$ cat config.mk
export PLATFORM = sky130hd
export DESIGN_NAME = ee354_project_dirn_queue
export DESIGN_NICKNAME = d
export VERILOG_FILES = /design/src/rtl/ee354_project_dirn_queue.sv
export SDC_FILE = /design/constraint.sdc
export NUM_CORES = 1
export LEC_CHECK = 0
export BUFFER_PORTS_ARGS = -buffer_cell sky130_fd_sc_hd__buf_2
export CAP_MARGIN = 20
export CORE_ASPECT_RATIO = 1.4
export CORE_MARGIN = 4
export CORE_UTILIZATION = 25
export DETAILED_ROUTE_END_ITERATION = 16
export SYNTH_ARGS = -nofsm -noshare
export SYNTH_HDL_FRONTEND = slang
export SYNTH_SLANG_ARGS = --single-unit
$ cat constraint.sdc
create_clock -name Clk -period 2.75 [get_ports Clk]
set_input_delay 0 -clock Clk [delete_from_list [all_inputs] [get_ports Clk]]
set_output_delay 0 -clock Clk [all_outputs]
set_load 0.02 [all_outputs]
$ cat src/rtl/ee354_project_dirn_queue.sv
// Direction-command buffer for the snake game.
// Collects legal button presses between game ticks and commits one per
// rising edge of Speed_Clk, emitting a one-cycle Step pulse per tick.
module ee354_project_dirn_queue #(
  parameter int         DEPTH     = 4,
  parameter logic [1:0] INIT_DIRN = 2'b11
) (
  input  logic                         Clk,
  input  logic                         Reset,
  input  logic                         SCEN,
  input  logic [1:0]                   In_Dirn,
  input  logic                         Speed_Clk,
  input  logic                         q_Run,
  output logic [1:0]                   Cur_Dirn,
  output logic                         Step,
  output logic [$clog2(DEPTH+1)-1:0]   Count,
  output logic                         Full,
  output logic                         Empty,
  output logic                         Dropped
);

  localparam int PW = $clog2(DEPTH);
  localparam int CW = $clog2(DEPTH+1);
  localparam logic [CW-1:0] FULL_COUNT = CW'(DEPTH);

  logic [1:0]    curDirn_q, curDirn_d;
  logic          step_q, step_d;
  logic          dropped_q, dropped_d;
  logic [CW-1:0] count_q, count_d;
  logic [PW-1:0] rdPtr_q, rdPtr_d;
  logic [PW-1:0] wrPtr_q, wrPtr_d;
  logic          speedClkD_q;
  logic [1:0]    mem_q [DEPTH];

  logic          tick;
  logic          isFull;
  logic          isEmpty;
  logic [PW-1:0] tailPtr;
  logic [1:0]    lastDirn;
  logic          pushOk;
  logic          memWe;

  assign tick    = Speed_Clk & ~speedClkD_q;
  assign isFull  = (count_q == FULL_COUNT);
  assign isEmpty = (count_q == '0);
  assign tailPtr = wrPtr_q - PW'(1);

  // Presses are judged against the newest queued heading, or the committed one when nothing is queued
  always_comb begin
    lastDirn = curDirn_q;
    if (!isEmpty) lastDirn = mem_q[tailPtr];
  end

  // A press is legal only if it neither repeats nor reverses the reference heading
  assign pushOk = SCEN & q_Run & (In_Dirn != lastDirn) & (In_Dirn != (lastDirn ^ 2'b01));

  // Next-state: flush when not running, otherwise pop/commit on tick and queue legal presses
  always_comb begin
    curDirn_d = curDirn_q;
    count_d   = count_q;
    rdPtr_d   = rdPtr_q;
    wrPtr_d   = wrPtr_q;
    step_d    = 1'b0;
    dropped_d = 1'b0;
    memWe     = 1'b0;
    if (!q_Run) begin
      count_d = '0;
      rdPtr_d = '0;
      wrPtr_d = '0;
    end else if (tick) begin
      step_d = 1'b1;
      if (isEmpty) begin
        if (pushOk) curDirn_d = In_Dirn;
      end else begin
        curDirn_d = mem_q[rdPtr_q];
        rdPtr_d   = rdPtr_q + PW'(1);
        if (pushOk) begin
          memWe   = 1'b1;
          wrPtr_d = wrPtr_q + PW'(1);
        end else begin
          count_d = count_q - CW'(1);
        end
      end
    end else if (pushOk) begin
      if (isFull) begin
        dropped_d = 1'b1;
      end else begin
        memWe   = 1'b1;
        wrPtr_d = wrPtr_q + PW'(1);
        count_d = count_q + CW'(1);
      end
    end
  end

  // Control state register; the Speed_Clk history resets high so release never fakes a tick
  always_ff @(posedge Clk) begin
    if (Reset) begin
      curDirn_q   <= INIT_DIRN;
      step_q      <= 1'b0;
      dropped_q   <= 1'b0;
      count_q     <= '0;
      rdPtr_q     <= '0;
      wrPtr_q     <= '0;
      speedClkD_q <= 1'b1;
    end else begin
      curDirn_q   <= curDirn_d;
      step_q      <= step_d;
      dropped_q   <= dropped_d;
      count_q     <= count_d;
      rdPtr_q     <= rdPtr_d;
      wrPtr_q     <= wrPtr_d;
      speedClkD_q <= Speed_Clk;
    end
  end

  // Queue storage; contents are meaningless once Count is cleared, so no reset is needed
  always_ff @(posedge Clk) begin
    if (!Reset && memWe) mem_q[wrPtr_q] <= In_Dirn;
  end

  assign Cur_Dirn = curDirn_q;
  assign Step     = step_q;
  assign Count    = count_q;
  assign Full     = isFull;
  assign Empty    = isEmpty;
  assign Dropped  = dropped_q;

endmodule

---- Yosys cells after proc, flatten, opt, wreduce, memory -nomap -nowiden ----
Memories as Yosys holds them, arrays and structs flattened. A register that Yosys moved wholly into a read port is not among the register bits.
Index checks and enable logic that the tools add are counted.
W data, S select, Z words.
word-level totals
  register bits ........................... 12
  bits in writable memories ............... 8
  output and inout bits ................... 9
  logic and storage cells ................. 64
  memories ................................ 1
operators by class
  add/sub/neg operators ................... 5
  equality and inequality tests ........... 7
  mux-type cells .......................... 25
  bitwise logic cells ..................... 9
  reductions and logical operators ........ 10
memory list
  name   words  bits a word  read ports  clocked after Yosys merged registers in  wr ports  RTL line  source
  mem_q  4      2            2           1                                        1         33        logic [1:0] mem_q [DEPTH];
operators by type and width
  cell                   number
  $mux W2                10
  $mux W3                5
  $mux W1                10
  $reduce_and A3 Y1      2
  $not A1 Y1             5
  $add A2 B1 Y2 const B  2
  $and A1 B1 Y1          4
  $ne A2 B1 Y1 const B   2
  $ne A2 B2 Y1           2
  $ne A2 B2 Y1 const B   2
  $reduce_and A4 Y1      1
  $reduce_or A4 Y1       1
  $add A3 B1 Y3 const B  1
  $eq A3 B3 Y1 const B   1
  $logic_not A3 Y1       1
  $sub A3 B1 Y3 const B  1
  $reduce_and A2 Y1      1
  $reduce_bool A2 Y1     1
  $reduce_or A2 Y1       1
  $sub A2 B1 Y2 const B  1
  $logic_and A1 B1 Y1    1
  $logic_not A1 Y1       1

---- Depth between registers and ports, before layout ----
Gate-level depths: netlist of the first run.
An unclocked memory read counts as a cell.
  word-level depth ........................ 13
  depth in mapped cells ................... 8
  gate-level depth less buffers ........... 7

---- Worst setup path before layout of the first run ----
OpenSTA, ideal clock, no wires.
  kind .................................... reg-to-reg
  start point ............................. reg wrPtr_q[0]
  end point ............................... reg count_q[0], in the netlist Count[0]
  library setup time ...................... 0.121 ns
  data arrival time ....................... 2.259 ns
  data required time ...................... 2.629 ns
  path slack .............................. 0.371 ns
  stages on the path, launching flop included .. 9
  path buffers ............................ 1
  cell sequence ........................... dfxtp_1 -> inv_1 -> ha_1 -> mux4_2 -> nor4b_1 -> or3_1 -> buf_2 -> mux2i_1 -> mux2_2
on the way
  word-level cells in the longest chain between the ends .. 8
  elaborated cells on any way between the ends .. 11
RTL lines
  what                                                                 RTL line  source
  start, declared                                                      31        logic [PW-1:0] wrPtr_q, wrPtr_d;
  start signal, assigned                                               111       wrPtr_q <= wrPtr_d;
  $sub A2 B1 Y2 *                                                      46        assign tailPtr = wrPtr_q - PW'(1);
  net tailPtr[0]                                                       38        logic [PW-1:0] tailPtr;
  $mem_v2 Z4 W2 *                                                      n/a
  $mux W2 *                                                            51        if (!isEmpty) lastDirn = mem_q[tailPtr];
  $ne A2 B2 Y1 / $not A1 Y1 (equally long branches)                    n/a
  $and A1 B1 Y1 / $ne A2 B2 Y1 (equally long branches)                 55        assign pushOk = SCEN & q_Run & (In_Dirn != lastDirn) & (In_Dirn != (lastDirn ^ 2'b01));
  $and A1 B1 Y1 *                                                      55
  $ne A2 B2 Y1 (no line) / $reduce_bool A2 Y1 (equally long branches)  n/a
  $reduce_and A4 Y1 (no line) *                                        n/a
  end signal, assigned                                                 109       count_q <= count_d;
  end, declared                                                        29        logic [CW-1:0] count_q, count_d;
The timed path passes the listed nets; every way through them passes the cells marked *.
A chain may end at the register's enable or synchronous reset.

---- Worst setup path in the final report of the first run ----
  start point ............................. reg wrPtr_q[0]
  end point ............................... reg count_q[1], in the netlist Count[1]
Same word-level chain as after synthesis.

==> results.cfg, run 1 <==
[outcome]
status = finished, final reports clean

[clock_network]
clk-insertion-delay-late_ns = 0.26
cts_tree = built
cts_made_buffers = 3
cts_buffer_depth = 2
clkSinkCount = 22
htreeDepth = 1
clk_pin_slew_ns = 0.08
cts_setup_buffers = 0
root_buffer = clkbuf_8

[timing]
worst_pin_slew_ns = 0.4963
report.final.setup_viol = 0
maxSlewViolCount = 0
finalCriticalPeriod_ns = 2.580
max_freq_ghz = 0.3876
hold_viol_final = 0
relSlewSlack = 0.6692
finClkSkew_ns = 0.007112
fin_crit_sh = 0.9382

[synth]
synth_top_area_share = 0.2540
seq_area_frac_synth = 0.4717
synthTopCellsByArea = dfxtp_1 25%, edfxtp_1 22%, mux4_2 8.2%
synthMuxAreaShare = 0.1315
yosys_register_bits = 22
synth_area_sq_um = 1104
syn_inst = 98
synth-xor-area-share = 0.02381
yosysTopAreaCell = dfxtp_1
synth_fa_ha_area_frac = 0.06349
synth_ff_type = dfxtp_1
ys_warn_count = 0
synth_simple_gate_area_frac = 0.2200
synth_edf_count = 8
synth_top_family_by_area = simple AND/OR/NAND/NOR gates
synth-compound-area-share = 0.05329
syn_nets = 110
netlist-cell-type-count = 31
avgSynthCellArea_sq_um = 11.26
synthArstFlopShare = 0

[critical_path]
critPathCapture = Count[1]
crit_path_start = wrPtr_q[0]
crit_path_start_kind = register
r2r_slack_ns = 0.17
r2r_end = Count[1]
critPathRequiredTime_ns = 2.90
worst-path-max-fanout = 5
critPathCaptureType = register
crit_type = register to register
critPathArrivalTime_ns = 2.73
timing.rr.start = wrPtr_q[0]
reg2reg_depth = 7

[route]
ant_nets = 0
drc_errors = 0
viasPerCell = 4.402
dr.pass1.iters = 4
num_vias = 788
wl_met3_um = 46
routed_wl_um = 2179
top_layer = met4
drt_iter0_markers = 12
wl_per_cell_um = 12.17
dr_wl_met2_um = 1136
met1_length_um = 953

[placement]
postPlaceCellArea_sq_um = 1247
hpwlAfterDp_um = 1734
port_buffers = 15
dp.cells = 172
place.gp.congestion = 0.7733

[die]
die-area_sq_um = 5556
core_area_sq_um = 4239
initial_core_util = 0.2603
die_h_um = 86.61
rows = 28
ios = 16
die_w_um = 64.15

[run]
max_cap_violations = 0

[global_routing]
grt_max_degree = 14
grt_usage = 0.08719
grt_overflow = 0
grt_pass1_vias = 818
grt_antenna_before_repair = 0
grt_pass1_wl_um = 3746

[hold_path]
hold_class = input port to register

[cells_and_area]
final_nets = 132
diodes = 0
regArea_sq_um = 520.5
final_cells = 179
num-fill-cells = 448
area_growth_syn_to_layout_pct = 22.79
finalInstanceArea_sq_um = 1355
drive_gt1_frac = 0.3025
multi_input_area_sq_um = 549.3

[pwr]
peakVddDrop_mv = 0.2340
p_leak_nw = 0.4807
powerDensity_nw_per_um2 = 509.7
-- per-layer routing --
layer	up-vias	global-route usage
li1	386	-
met1	384	0.1028
met2	13	0.1543
met3	5	0.01297
met4	0	0.04038
met5	-	0
-- cell type report --
cell class | count | area share
clock buffer | 3 | 0.03047
clock inverter | 1 | 0.02216
inverter | 5 | 0.01385
multi-input combinational | 68 | 0.4054
sequential | 22 | 0.3841
tap | 60 | 0.05540
timing repair buffer | 20 | 0.08864
-- worst min path at each step --
stage	start	end	cells after the start
CTS	In_Dirn[1]	mem_q[2][1]	1
floorplan	Reset	Dropped	1
global placement	Speed_Clk	speedClkD_q	2
detailed placement	Speed_Clk	speedClkD_q	2
finish	In_Dirn[1]	mem_q[2][1]	1
global route	In_Dirn[1]	mem_q[2][1]	1
-- worst max-delay path: stages, from the launching register on --
cell and delay (ns):
dfxtp_1 0.43, inv_1 0.12, ha_1 0.34, mux4_2 0.32, nor4b_1 0.17, or3_1 0.46
mux2i_1 0.28, mux2_2 0.36
-- repair_timing --
| action | 4_1_cts | 5_1_grt |
|---|---|---|
| gates resized for setup | 0 | 1 |
| hold buffers | 3 | 0 |
| endpoints found under the setup margin | 0 | 3 |
| hold endpoints to repair | 6 | 0 |
-- metrics by stage --
| step | hold slack (ns) | utilization | setup slack, ns | power [mW] | TNS [ns] |
|---|---|---|---|---|---|
| finish | 0.03154 | 0.3197 | 0.1699 | 0.6907 | 0 |
| global route | 0.05511 | 0.3197 | -0.004952 | 0.7153 | -0.004952 |
| CTS | 0.03605 | 0.3182 | 0.1512 | 0.6961 | 0 |
| detailed placement | 0.2034 | 0.2943 | 0.1578 | 0.3951 | 0 |
| global placement | 0.1958 | 0.2943 | 0.2915 | 0.3936 | 0 |
| floorplan | 0.07674 | - | 0.3706 | 0.3797 | 0 |
-- placed cells by master, fill, tap and decap left out, types with 2 or more instances in the layout --
master / instances
edfxtp_1: 8
dfxtp_1: 14
nor2b_1: 3
o21ai_0: 3
mux2_2: 4
ha_1: 4
dlygate4sd3_1: 3
and2b_2: 2
nor3_1: 3
nor2_1: 12
buf_4: 2
and2_1: 5
mux4_2: 4
nand3_1: 2
inv_1: 5
nand2b_1: 2
xnor2_1: 2
clkbuf_8: 3
nor4b_1: 2
nand2_1: 4
buf_2: 15
a211o_1: 2
a21oi_1: 3
-- synthesized netlist by cell type (all sizes together), types with 2 or more instances --
cell type,count
dfxtp,14
nor2,12
edfxtp,8
and2,5
inv,5
ha,4
mux2,4
mux4,4
nand2,4
nor2b,4
nor3,4
a21oi,3
buf,3
nor4b,3
o21ai,3
a211o,2
and2b,2
nand2b,2
nand3,2
or3,2
xnor2,2
-- where the power goes --
| part | internal (mW) | switching, mW |
|---|---|---|
| registers | 0.340 | 0.00232 |
| logic | 0.0221 | 0.0270 |
| clock network | 0.194 | 0.105 |
| total | 0.556 | 0.134 |
-- registers in the layout, indices dropped and copies added, names as in the netlist, named ones only --
register / count
mem_q: 8
Count: 3
Dropped: 1
Step: 1
speedClkD_q: 1
Cur_Dirn: 2
rdPtr_q: 2
wrPtr_q: 2
-- kinds of logic (layout without fill, tap and decap cells) --
family,Yosys count,after routing
buffers and inverters,8,29
and+or+nand+nor,42,42
muxes,9,9
adders and majority gates,5,5
xor gates and xnor gates,3,3
DFF,22,22
AOI/OAI and AO/OA,9,9
Note: power is estimated with default switching activity, not from simulation.
==> run 2: changes to the inputs <==
==> constraint.sdc (replaced) <==
create_clock -name Clk -period 2.75 [get_ports Clk]
set_input_delay 0.55 -clock Clk [delete_from_list [all_inputs] [get_ports Clk]]
set_output_delay 0.55 -clock Clk [all_outputs]
set_load 0.02 [all_outputs]
==> run 2 against run 1 <==
Register-to-register slack gained 0.08 ns. Largest power group unchanged. Non-clock buffer count shrank 2. Global-route usage shrank 0.98 points. Critical path depth is the same.
==> results.cfg, run 2 (synthesis results as in run 1) <==
[timing]
relSlewSlack = 0.6743
report.final.setup_viol = 0
fin_ws_ns = 0.2520
hold_ws_ns = 0.4874
maxSlewViolCount = 0
finClkSkew_ns = 0.004300
max_freq_ghz = 0.4003
worst_pin_slew_ns = 0.4886
hold_viol_final = 0
fin_crit_sh = 0.9084
finalCriticalPeriod_ns = 2.498
rsz0062_at_grt = no
tns_ns = 0

[cells_and_area]
diodes = 0
final_nets = 130
drive_gt1_frac = 0.3077
fin_util = 0.3129
num-fill-cells = 432
final_common_cell = buf_2
finalInstanceArea_sq_um = 1326
multi_input_area_sq_um = 543.0
area_growth_syn_to_layout_pct = 20.18
final_cell_mix = 15 x buf_2, 14 x dfxtp_1, 12 x nor2_1
largest-register = mem_q
regArea_sq_um = 520.5
largest_reg_flops = 8

[global_routing]
grt_usage = 0.07736
grt_max_degree = 14
grt_pass1_wl_um = 3491
grt_pass1_vias = 798
grt_antenna_before_repair = 0
grt_overflow = 0

[clock_network]
root_buffer = clkbuf_8
clkSinkCount = 22
htreeDepth = 1
cts_resized = 0
cts_buffer_depth = 2
cts_tree = built
cts_made_buffers = 3
cts_setup_buffers = 0
clk-insertion-delay-late_ns = 0.26
ctsHoldBuffers = 0
clk_pin_slew_ns = 0.08

[placement]
place.gp.congestion = 0.8403
hpwlAfterDp_um = 1651
postPlaceCellArea_sq_um = 1255
dp_slack_ns = 0.2092
port_buffers = 15

[pwr]
p_leak_nw = 0.4727
powerDensity_nw_per_um2 = 513.0
p_sw_frac = 0.1863
clkPwrFrac = 0.431
peakVddDrop_mv = 0.2818
pwr-share-seq = 0.502
netSwitchingPower_uw = 126.7
p_comb_frac = 0.067
intPower_uw = 553.6

[die]
ios = 16
die-area_sq_um = 5556
die_h_um = 86.61
rows = 28
initial_core_util = 0.2603
core_area_sq_um = 4239
die_w_um = 64.15

[route]
ant_nets = 0
dr.pass1.iters = 4
wl_per_cell_um = 11.24
num_vias = 748
routed_wl_um = 1989
viasPerCell = 4.226
drc_errors = 0
drt_iter0_markers = 19

[hold_path]
hold_class = input port to register

[critical_path]
critPathArrivalTime_ns = 2.64
crit_type = register to register
critPathRequiredTime_ns = 2.89
critPathCaptureType = register
crit_path_start_kind = register
worst-path-max-fanout = 4

[run]
max_cap_violations = 0

[outcome]
status = finished, final reports clean
==> run 2: critical path, stage by stage (launching register included) <==
cell and delay (ns):
dfxtp_1 0.37, inv_1 0.08, ha_1 0.31, mux4_2 0.32
nor4b_1 0.35, or3_1 0.29, mux4_2 0.52, nor2b_4 0.13
==> run 2: power groups by stage <==
stage | Combinational, mW | Clock [mW] | Sequential [mW]
after floorplan | 0.0289 | 0 | 0.351
after global placement | 0.0453 | 0 | 0.349
after detailed placement | 0.0464 | 0 | 0.349
after CTS | 0.0466 | 0.301 | 0.342
after global routing | 0.0513 | 0.321 | 0.342
final | 0.0458 | 0.293 | 0.342
==> run 2: worst paths after layout <==
check	from	to	slack, ns	cells after the start
hold / removal	Speed_Clk	speedClkD_q	0.49	2
hold reg to reg	rdPtr_q[1]	rdPtr_q[1]	0.54	2
setup / recovery	wrPtr_q[1]	Count[2]	0.25	7
setup reg to reg	wrPtr_q[1]	Count[2]	0.25	7
==> run 2: routing by layer <==
layer,vias to the layer above,global-route usage,wire length (um)
met5,-,0,0
met1,354,0.09282,847
li1,378,-,-
met3,2,0.01167,58
met4,0,0.01731,15
met2,14,0.1439,1067
==> run 2: through the flow <==
stage | std cells | power [mW]
after global placement | 173 | 0.3945
after global routing | 177 | 0.7142
final | 177 | 0.6803
after floorplan | 98 | 0.3797
after detailed placement | 173 | 0.3956
after CTS | 177 | 0.6893
==> run 2: final cells by class <==
type | count | share of cell area
timing repair buffer | 18 | 0.07359
clock inverter | 1 | 0.02264
clock buffer | 3 | 0.03113
tap | 60 | 0.05660
inverter | 5 | 0.01415
sequential | 22 | 0.3925
multi-input combinational | 68 | 0.4094
